**config.mk**
```make
export PLATFORM = sky130hd
export DESIGN_NAME = bus_arbiter
export DESIGN_NICKNAME = d
export VERILOG_FILES = /design/src/rtl/bus_pkg.sv /design/src/rtl/rr_pick.sv /design/src/rtl/bus_arbiter.sv
export SDC_FILE = /design/constraint.sdc
export NUM_CORES = 1
export LEC_CHECK = 0
export BUFFER_PORTS_ARGS = -buffer_cell sky130_fd_sc_hd__buf_2
export CORE_ASPECT_RATIO = 1.25
export CORE_UTILIZATION = 30
export CTS_BUF_LIST = sky130_fd_sc_hd__clkbuf_4
export CTS_CLUSTER_SIZE = 10
export DETAILED_ROUTE_END_ITERATION = 10
export PLACE_DENSITY = 0.79
export SLEW_MARGIN = 20
export SYNTH_ARGS = -nofsm -noshare
export SYNTH_HDL_FRONTEND = slang
export SYNTH_SLANG_ARGS = --single-unit
```
**constraint.sdc**
```tcl
create_clock -name clk -period 1.4 [get_ports clk]
set_input_delay 0.28 -clock clk [delete_from_list [all_inputs] [get_ports clk]]
set_output_delay 0.28 -clock clk [all_outputs]
set_load 0.05 [all_outputs]
```
**src/rtl/bus_pkg.sv**
```systemverilog
// Purpose : shared bus encodings, arbiter state type and index helpers for the minx bus.
// Latency : n/a (package, no logic).
// Backpressure: n/a.
// Contents: BUS_* status encodings (shared with s1c88/prc), arb_state_t, OWNER_CPU, wrap_inc().
package bus_pkg;

  // Master indices are carried in 2 bits, enough for up to 4 secondary masters.
  localparam int IDX_W = 2;

  // bus_status encodings; IDLE is what the bus shows during arbitration turnaround.
  localparam logic [1:0] BUS_IDLE      = 2'b00;
  localparam logic [1:0] BUS_MEM       = 2'b01;
  localparam logic [1:0] BUS_IRQ       = 2'b10;
  localparam logic [1:0] BUS_MEM_FETCH = 2'b11;

  localparam logic [2:0] OWNER_CPU = 3'd0;

  typedef enum logic [1:0] {
    CPU_OWNS = 2'd0,
    WAIT_ACK = 2'd1,
    GRANTED  = 2'd2,
    RELEASE  = 2'd3
  } arb_state_t;

  // Next index after idx, wrapping at n.
  function automatic logic [IDX_W-1:0] wrap_inc(input logic [IDX_W-1:0] idx, input int n);
    int t;
    t = int'(idx) + 1;
    if (t >= n) t = 0;
    return IDX_W'(t);
  endfunction

endpackage

```
**src/rtl/rr_pick.sv**
```systemverilog
// Purpose : combinational round-robin picker; lowest index at or after ptr with req set, wrapping.
// Latency : 0 cycles (pure combinational).
// Backpressure: none; valid is low when no request is pending.
// Ports   : req (request vector), ptr (search start) -> idx (winner), valid (any request).
module rr_pick #(
  parameter int NUM_REQ = 2,
  parameter int IDX_W   = 2
) (
  input  logic [NUM_REQ-1:0] req,
  input  logic [IDX_W-1:0]   ptr,
  output logic [IDX_W-1:0]   idx,
  output logic               valid
);

  int best;

  // Pick the requester with the smallest forward distance from ptr.
  always_comb begin
    idx   = '0;
    valid = 1'b0;
    best  = NUM_REQ;
    for (int i = 0; i < NUM_REQ; i++) begin
      if (req[i] && (((i + NUM_REQ - int'(ptr)) % NUM_REQ) < best)) begin
        best  = (i + NUM_REQ - int'(ptr)) % NUM_REQ;
        idx   = IDX_W'(i);
        valid = 1'b1;
      end
    end
  end

endmodule

```
**src/rtl/bus_arbiter.sv**
```systemverilog
// Purpose : shares the system bus between the s1c88 CPU (default owner) and NUM_REQ masters.
// Latency : req to cpu_bus_request 1 cycle; cpu_bus_ack to gnt 1 cycle; one idle turnaround per release.
// Backpressure: masters hold req until gnt is seen; CPU releases via the bus_request/bus_ack handshake.
// Ports   : clk/reset; req/gnt/owner; m_* master buses; cpu_* CPU bus and handshake; shared bus outputs.
module bus_arbiter
  import bus_pkg::*;
#(
  parameter int NUM_REQ = 2,
  parameter int ADDR_W  = 24,
  parameter int DATA_W  = 8
) (
  input  logic                  clk,
  input  logic                  reset,
  input  logic [NUM_REQ-1:0]    req,
  output logic [NUM_REQ-1:0]    gnt,
  output logic [2:0]            owner,
  input  logic [NUM_REQ*ADDR_W-1:0] m_address,
  input  logic [NUM_REQ*DATA_W-1:0] m_data_out,
  input  logic [NUM_REQ-1:0]    m_write,
  input  logic [NUM_REQ-1:0]    m_read,
  input  logic [NUM_REQ*2-1:0]  m_bus_status,
  input  logic [ADDR_W-1:0]     cpu_address_out,
  input  logic [DATA_W-1:0]     cpu_data_out,
  input  logic                  cpu_write,
  input  logic                  cpu_read,
  input  logic [1:0]            cpu_bus_status,
  output logic                  cpu_bus_request,
  input  logic                  cpu_bus_ack,
  output logic [ADDR_W-1:0]     address_out,
  output logic [DATA_W-1:0]     data_out,
  output logic                  write,
  output logic                  read,
  output logic [1:0]            bus_status
);

  arb_state_t         state, state_n;
  logic [IDX_W-1:0]   winner, winner_n;
  logic [IDX_W-1:0]   rr_ptr, rr_ptr_n;
  logic [NUM_REQ-1:0] gnt_n;
  logic [2:0]         owner_n;
  logic               cpu_bus_request_n;
  logic [IDX_W-1:0]   pick_idx;
  logic               pick_vld;
  logic               win_req;

  function automatic logic [NUM_REQ-1:0] onehot(input logic [IDX_W-1:0] x);
    logic [NUM_REQ-1:0] v;
    v = '0;
    for (int i = 0; i < NUM_REQ; i++) begin
      if (x == IDX_W'(i)) v[i] = 1'b1;
    end
    return v;
  endfunction

  function automatic logic [2:0] owner_of(input logic [IDX_W-1:0] x);
    return 3'(x) + 3'd1;
  endfunction

  rr_pick #(.NUM_REQ(NUM_REQ), .IDX_W(IDX_W)) u_pick (
    .req   (req),
    .ptr   (rr_ptr),
    .idx   (pick_idx),
    .valid (pick_vld)
  );

  assign win_req = |(req & onehot(winner));

  always_ff @(posedge clk) begin
    if (reset) begin
      state           <= CPU_OWNS;
      winner          <= '0;
      rr_ptr          <= '0;
      gnt             <= '0;
      owner           <= OWNER_CPU;
      cpu_bus_request <= 1'b0;
    end else begin
      state           <= state_n;
      winner          <= winner_n;
      rr_ptr          <= rr_ptr_n;
      gnt             <= gnt_n;
      owner           <= owner_n;
      cpu_bus_request <= cpu_bus_request_n;
    end
  end

  always_comb begin
    state_n           = state;
    winner_n          = winner;
    rr_ptr_n          = rr_ptr;
    gnt_n             = gnt;
    owner_n           = owner;
    cpu_bus_request_n = cpu_bus_request;
    case (state)
      CPU_OWNS: begin
        if (pick_vld) begin
          winner_n          = pick_idx;
          state_n           = WAIT_ACK;
          cpu_bus_request_n = 1'b1;
        end
      end
      WAIT_ACK: begin
        // A withdrawn request takes priority over an ack arriving on the same edge.
        if (!win_req) begin
          if (pick_vld) begin
            winner_n = pick_idx;
          end else begin
            state_n           = CPU_OWNS;
            cpu_bus_request_n = 1'b0;
          end
        end else if (cpu_bus_ack) begin
          state_n = GRANTED;
          gnt_n   = onehot(winner);
          owner_n = owner_of(winner);
        end
      end
      GRANTED: begin
        // Losing ack mid-grant is a CPU protocol violation; end the grant cleanly.
        if (!win_req || !cpu_bus_ack) begin
          state_n  = RELEASE;
          gnt_n    = '0;
          owner_n  = OWNER_CPU;
          rr_ptr_n = wrap_inc(winner, NUM_REQ);
        end
      end
      RELEASE: begin
        // CPU still holds off the bus, so a waiting master is granted without a new handshake.
        if (pick_vld) begin
          winner_n = pick_idx;
          state_n  = GRANTED;
          gnt_n    = onehot(pick_idx);
          owner_n  = owner_of(pick_idx);
        end else begin
          state_n           = CPU_OWNS;
          cpu_bus_request_n = 1'b0;
        end
      end
      default: state_n = CPU_OWNS;
    endcase
  end

  // Bus mux depends only on registered state/winner, never on req or ack directly.
  always_comb begin
    address_out = cpu_address_out;
    data_out    = cpu_data_out;
    write       = cpu_write;
    read        = cpu_read;
    bus_status  = cpu_bus_status;
    if (state == GRANTED) begin
      for (int i = 0; i < NUM_REQ; i++) begin
        if (winner == IDX_W'(i)) begin
          address_out = m_address[i*ADDR_W +: ADDR_W];
          data_out    = m_data_out[i*DATA_W +: DATA_W];
          write       = m_write[i];
          read        = m_read[i];
          bus_status  = m_bus_status[i*2 +: 2];
        end
      end
    end else if (state == RELEASE) begin
      address_out = '0;
      data_out    = '0;
      write       = 1'b0;
      read        = 1'b0;
      bus_status  = BUS_IDLE;
    end
  end

endmodule
```
==> results.ini, run 1 <==
[cells_and_area]
final_cell_mix=buf_2, mux2i_4, o2bb2ai_4
final_util_pct=94.19
final_common_cell=buf_2
final_nets=426
syn2layout_area_growth_pct=194.7
drive_above_1_share_pct=84.62
fillCellCount=120
final_area_um2=3654

[clocking]
post_cts_buffers=0
ctsHoldBuffers=0
ctsRootBufferMaster=clkbuf_4
htree_levels=1
tritoncts=yes
clock_latency_ns=0.29
numCtsBuffers=3
path_clk_slew_ns=0.07
numClockSinks=7
cts_buffer_depth=2

[route]
drt_iter0_markers=200
vias_per_cell=6.490
top_layer=met4
ant_nets=0
dr.pass1.iters=5
wl_um=11230
wl_met2_um=5292
num_vias=2382
drc=0
wl_met1_um=3489
wl_per_cell_um=30.60
dr_wl_met3_um=1406

[floorplan]
die_w_um=59.50
pin_count=155
placementRows=25
die_height_um=73.88
core_area_um2=3879
start_util_pct=31.97
dieArea_um2=4396

[logic_synthesis]
synth_seq_cells=7
syn_area_um2=1240
yosysWarnings=0
syn_avg_cell_area_um2=8.212
syn_nets=264
synth_fa_ha_area_share_pct=0
synthXorXnorAreaFrac_pct=0
netlist-cell-type-count=34
synth.area.mux_share_pct=30.68
synth_compound_area_share_pct=37.24
synthSimpleGateAreaFrac_pct=9.990
yosysSeqAreaShare_pct=11.30
synth_top_family_by_area=compound AO/OA/AOI/OAI gates
synth_cells=151

[status]
status=finished, violations left
violations=negative setup slack

[timing]
final_hold_viol_count=0
fin_crit_sh_pct=132.5
setup_ws_ns=-0.4549
fmax_mhz=539.1
setup_viol=42
skew_ns=0.004333
fin_crit_ns=1.855
drv_slew=0
rsz0062_at_grt=true

[power]
combPwrFrac_pct=81.2
ir_drop_mv=0.6091
p_total_w=0.002666
powerDensity_nw_per_um2=729.8
power_switching_w=0.001354
power_frac_clock_pct=9.5
sw_frac_of_total_pct=50.79
internal-power_w=0.001312
p_seq_share_pct=9.3
leakagePower_nw=1.471

[global_route]
first_global_vias=2013
grt_max_degree=25
gr-total-overflow=0
grtUsageTotal_pct=30.10
grt_pass1_wl_um=9791
grt_antenna_before_repair=0

[placed_design]
io_buffers=153
dpl.hpwl_um=4816
place_congestion=0.9294
dpl_cell_area_um2=2892

[critical_path]
r2r-start=winner[0]
worstSetupEndpointType=primary output
startpoint_type=flip-flop
startpoint=winner[0]
r2r_setup_slack_ns=-0.28
path_class=flip-flop to primary output
worst_ep_required_time_ns=1.12
path_max_fanout=7
arrival_ns=1.57

[worst_hold_path]
hold_path_class=primary input to flip-flop
worstHoldStart=reset

[flow_run]
drv_cap=0

## routing by layer
layer | vias up | GRT usage (%)
li1 | 921 | -
met1 | 1082 | 31.79
met2 | 272 | 54.68
met3 | 107 | 5.810
met4 | 0 | 16.80
met5 | - | 0
## what timing repair did
item | 4_1_cts | 5_1_grt
pin swaps | 9 | 24
setup endpoints to repair | 40 | 41
hold endpoints to repair | 0 | 0
resized for setup | 63 | 104
cloned | 1 | 1
## worst paths after layout
path	to	cells past startpoint
max reg2reg	state[1]	6
max	read	4
min reg2reg	owner[1]	2
min	gnt[0]	2
## power groups by stage
stage | clock network, W | logic, W | registers, W
2_1_floorplan | 0 | 0.00118 | 0.000265
3_3_place_gp | 0 | 0.00155 | 0.000238
3_5_place_dp | 0 | 0.00158 | 0.000239
4_1_cts | 0.000228 | 0.00176 | 0.000239
5_1_grt | 0.000254 | 0.00220 | 0.000249
6_report | 0.000254 | 0.00216 | 0.000248
## flip-flops by register name (all words and copies together) (netlist names)
register         flops
state                2
cpu_bus_request      1
gnt                  1
owner                1
rr_ptr               1
winner               1
## through the flow
| step | cells | setup TNS, ns | hold WS (ns) | worst slack (ns) |
|---|---|---|---|---|
| after floorplan | 151 | -1.925 | 0.4819 | -0.06752 |
| after global placement | 360 | -1.418 | 0.4691 | -0.07535 |
| after detailed placement | 360 | -2.117 | 0.4765 | -0.1208 |
| after CTS | 365 | -11.76 | 0.2829 | -0.3609 |
| after global routing | 366 | -17.72 | 0.2888 | -0.4895 |
| final | 367 | -15.96 | 0.2780 | -0.4549 |
## cell usage after synthesis, drive strengths merged
cell type / count / area [um2]
mux2i: 38 / 380.4
o2bb2ai: 36 / 315.3
buf: 12 / 77.57
a21oi: 9 / 45.04
clkbuf: 9 / 33.78
dfxtp: 7 / 140.1
inv: 5 / 18.77
o21ai: 5 / 25.02
nand2: 3 / 11.26
nand3b: 3 / 22.52
nor2: 3 / 13.77
nand2b: 2 / 12.51
nor3: 2 / 10.01
o31ai: 2 / 15.01
or3: 2 / 12.51
a211o: 1 / 8.760
a221o: 1 / 10.01
a311o: 1 / 10.01
a41o: 1 / 10.01
conb: 1 / 3.750
nand4bb: 1 / 11.26
nor2b: 1 / 6.260
nor4bb: 1 / 10.01
o21bai: 1 / 7.510
o221ai: 1 / 8.760
o22ai: 1 / 6.260
or2: 1 / 6.260
or4: 1 / 7.510
## cells by family (layout without fill, tap and decap cells)
logic type | Yosys count | in the layout
other | 1 | 2
multiplexers | 38 | 38
buffers and inverters | 26 | 187
AND/OR/NAND/NOR | 20 | 20
flip-flops | 7 | 7
AO/OA/AOI/OAI | 59 | 59
## final cells by class
class | count | area, um2 | area share (%)
Antenna cell | 1 | 2.502 | 0.06849
Clock buffer | 4 | 30.03 | 0.8219
Inverter | 5 | 20.02 | 0.5479
Multi-Input combinational cell | 118 | 2033 | 55.65
Sequential cell | 7 | 143.9 | 3.938
Tap cell | 54 | 67.56 | 1.849
Timing Repair Buffer | 178 | 1356 | 37.12
## critical path: stages (launching register included)
cell and delay, ns:
dfxtp_4 0.48, buf_8 0.20, mux2i_2 0.31, o2bb2ai_2 0.09, buf_4 0.19
(Power assumes the default switching activity.)
==> run 2: changes to the inputs <==
--- a/config.mk
+++ b/config.mk
@@ -5,9 +5,9 @@
 export SDC_FILE = /design/constraint.sdc
 export NUM_CORES = 1
 export LEC_CHECK = 0
-export BUFFER_PORTS_ARGS = -buffer_cell sky130_fd_sc_hd__buf_2
+export BUFFER_PORTS_ARGS = -buffer_cell sky130_fd_sc_hd__buf_4
 export CORE_ASPECT_RATIO = 1.25
-export CORE_UTILIZATION = 30
+export CORE_UTILIZATION = 37
 export CTS_BUF_LIST = sky130_fd_sc_hd__clkbuf_4
 export CTS_CLUSTER_SIZE = 10
 export DETAILED_ROUTE_END_ITERATION = 10
@@ -15,4 +15,5 @@
 export SLEW_MARGIN = 20
 export SYNTH_ARGS = -nofsm -noshare
 export SYNTH_HDL_FRONTEND = slang
+export SYNTH_HIERARCHICAL = 1
 export SYNTH_SLANG_ARGS = --single-unit
==> run 2 against run 1 <==
Net effect: the flow still finishes with violations (negative setup slack); setup slack lost 0.30 ns; non-clock buffer count rose by 17; die area rose by 26%; via count is 26% higher.
==> results.ini, run 2 <==
[status]
violations=negative setup slack
status=finished, violations left

[timing]
setup_tns_ns=-27.98
fin_crit_ns=2.153
fmax_mhz=464.6
setup_viol=48
setup_ws_ns=-0.7526
rsz0062_at_grt=true
final_hold_viol_count=0
skew_ns=0.003922
fin_crit_sh_pct=153.8
hold_ws_ns=0.3178
drv_slew=0

[logic_synthesis]
synthFlopType=dfxtp_1
syn_nets=379
synth_cells=259
ys_top_cells_by_area=mux2i_1, o2bb2ai_1, dfxtp_1, a21oi_1, nor2_1
post-synth-top-count-cell=a21oi_1
netlist-cell-type-count=37
yosysSeqAreaShare_pct=12.39
synth_common_cells=a21oi_1, nor2_1, mux2i_1, o2bb2ai_1, buf_2
synth_seq_cells=12
syn_avg_cell_area_um2=7.488
synth_top_cell_by_area=mux2i_1
yosysWarnings=6
synth_top_area_share_pct=20.13
async_flop_share_pct=0
synth_edf_count=0
syn_area_um2=1939

[power]
power_frac_clock_pct=7.9
combPwrFrac_pct=79.1
internal-power_w=0.001534
p_seq_share_pct=12.9
ir_drop_mv=0.7232
power_switching_w=0.001410
sw_frac_of_total_pct=47.89
leakagePower_nw=2.043
p_total_w=0.002944
powerDensity_nw_per_um2=635.6

[placed_design]
post-place-ws_ns=-0.4280
post-place-cells=484
dpl.hpwl_um=6756
io_buffers=154
place_congestion=0.8162

[critical_path]
worst_ep_required_time_ns=1.12
cpPeakStageDelay_ns=0.34
path_max_fanout=8
startpoint_type=flip-flop
cp_slowest_cell=dfxtp_2
worstSetupEndpointType=primary output
worst-path-buf-inv=3
arrival_ns=1.87
path_class=flip-flop to primary output
path_cells=inv_4, ha_4, buf_12, mux2i_1, nor2_1, a21oi_2, o2bb2ai_4, buf_8
cp_top_family=buffers and inverters

[clocking]
ctsHoldBuffers=0
cts_buffer_depth=2
clock_latency_ns=0.28
tritoncts=yes
numCtsBuffers=3
path_clk_slew_ns=0.08
ctsRootBufferMaster=clkbuf_4
numClockSinks=12
htree_levels=1

[cells_and_area]
final_common_cell=buf_4
final-instance-count-excl-fill=495
final_nets=554
syn2layout_area_growth_pct=138.8
largest_register_ffs=3
drive_above_1_share_pct=72.75
max_flop_register=owner
final_cell_mix=buf_4, a21oi_2, nor2_1, o2bb2ai_4, buf_6
regArea_um2=242.7
fillCellCount=195
multi_input_area_um2=2496
antenna_cells=0

[route]
drt_iter0_markers=200
wl_per_cell_um=23.91
drc=0
ant_nets=0
vias_per_cell=6.071
dr.pass1.iters=4
num_vias=3005
wl_um=11840

[floorplan]
placementRows=29
dieArea_um2=5537
core_area_um2=5044
pin_count=155
start_util_pct=38.45
die_height_um=82.95
die_w_um=66.76

[flow_run]
drv_cap=0

[global_route]
grtUsageTotal_pct=36.17
grt_antenna_before_repair=0
gr-total-overflow=0
first_global_vias=3156
grt_max_degree=33
grt_pass1_wl_um=15330

[worst_hold_path]
hold_path_class=primary input to flip-flop

==> run 2: cell count changes in the layout (fill, tap and decap cells not counted), moves of 8 or more <==
cell     change
a21oi_2     +39
buf_2      -117
buf_4      +126
buf_6       +17
buf_8        -8
mux2i_1     +31
mux2i_4     -32
nor2_1      +34
==> run 2: cells by family (layout without fill, tap and decap cells) <==
family                   after synthesis  in the layout  synth area share (%)
AO/OA/AOI/OAI                        105            105                 37.61
AND/OR/NAND/NOR                       58             58                 13.68
multiplexers                          43             43                 22.45
buffers and inverters                 33            207                 9.161
flip-flops                            12             12                 12.39
adder cells (fa/ha/maj)                7              7                 4.516
other                                  1              1                0.1934
==> run 2: per-stage QoR <==
step	util, %	area (um2)
after CTS	88.27	4452
final	91.84	4632
after global placement	80.97	4084
after global routing	91.84	4632
after floorplan	-	2691
after detailed placement	80.97	4084
==> run 2: final cells by class <==
class	instances	area share [%]
multi-input cells	214	53.89
repair buffers	195	37.90
flip-flops and latches	12	5.240
well taps	62	1.675
inverters	8	0.7293
clock buffers	3	0.4862
clock inverters	1	0.08104
==> run 2: path summary, 6_finish.rpt <==
check        depth (start not counted)  slack, ns       endpoint      start
max                                  8      -0.75  bus_status[1]  winner[1]
min                                  2       0.32      rr_ptr[1]      reset
max reg2reg                          8      -0.37       state[0]  winner[1]
min reg2reg                          2       0.47      rr_ptr[1]  rr_ptr[1]
==> run 2: routing by layer <==
layer  vias up  track usage (%)  routed length, um
met5         -                0                  0
met4         0            22.63                863
met3        74            5.769                922
met2       196            69.79               6325
met1      1424            32.80               3724
li1       1311                -                  -
==> run 2: power groups by stage <==
| stage | Combinational, W | Clock (W) | Sequential, W |
|---|---|---|---|
| CTS | 0.00212 | 0.000228 | 0.000379 |
| global route | 0.00241 | 0.000252 | 0.000383 |
| detailed placement | 0.00192 | 0 | 0.000386 |
| finish | 0.00233 | 0.000234 | 0.000380 |
| floorplan | 0.00123 | 0 | 0.000418 |
| global placement | 0.00188 | 0 | 0.000384 |
==> run 2: what timing repair did <==
action | 4_1_cts | 5_1_grt
endpoints found under the hold margin | 0 | 0
gates resized for setup | 75 | 46
pin swaps | 8 | 37
setup buffers | 2 | 7
gates cloned | 1 | 0
setup endpoints to repair | 48 | 48
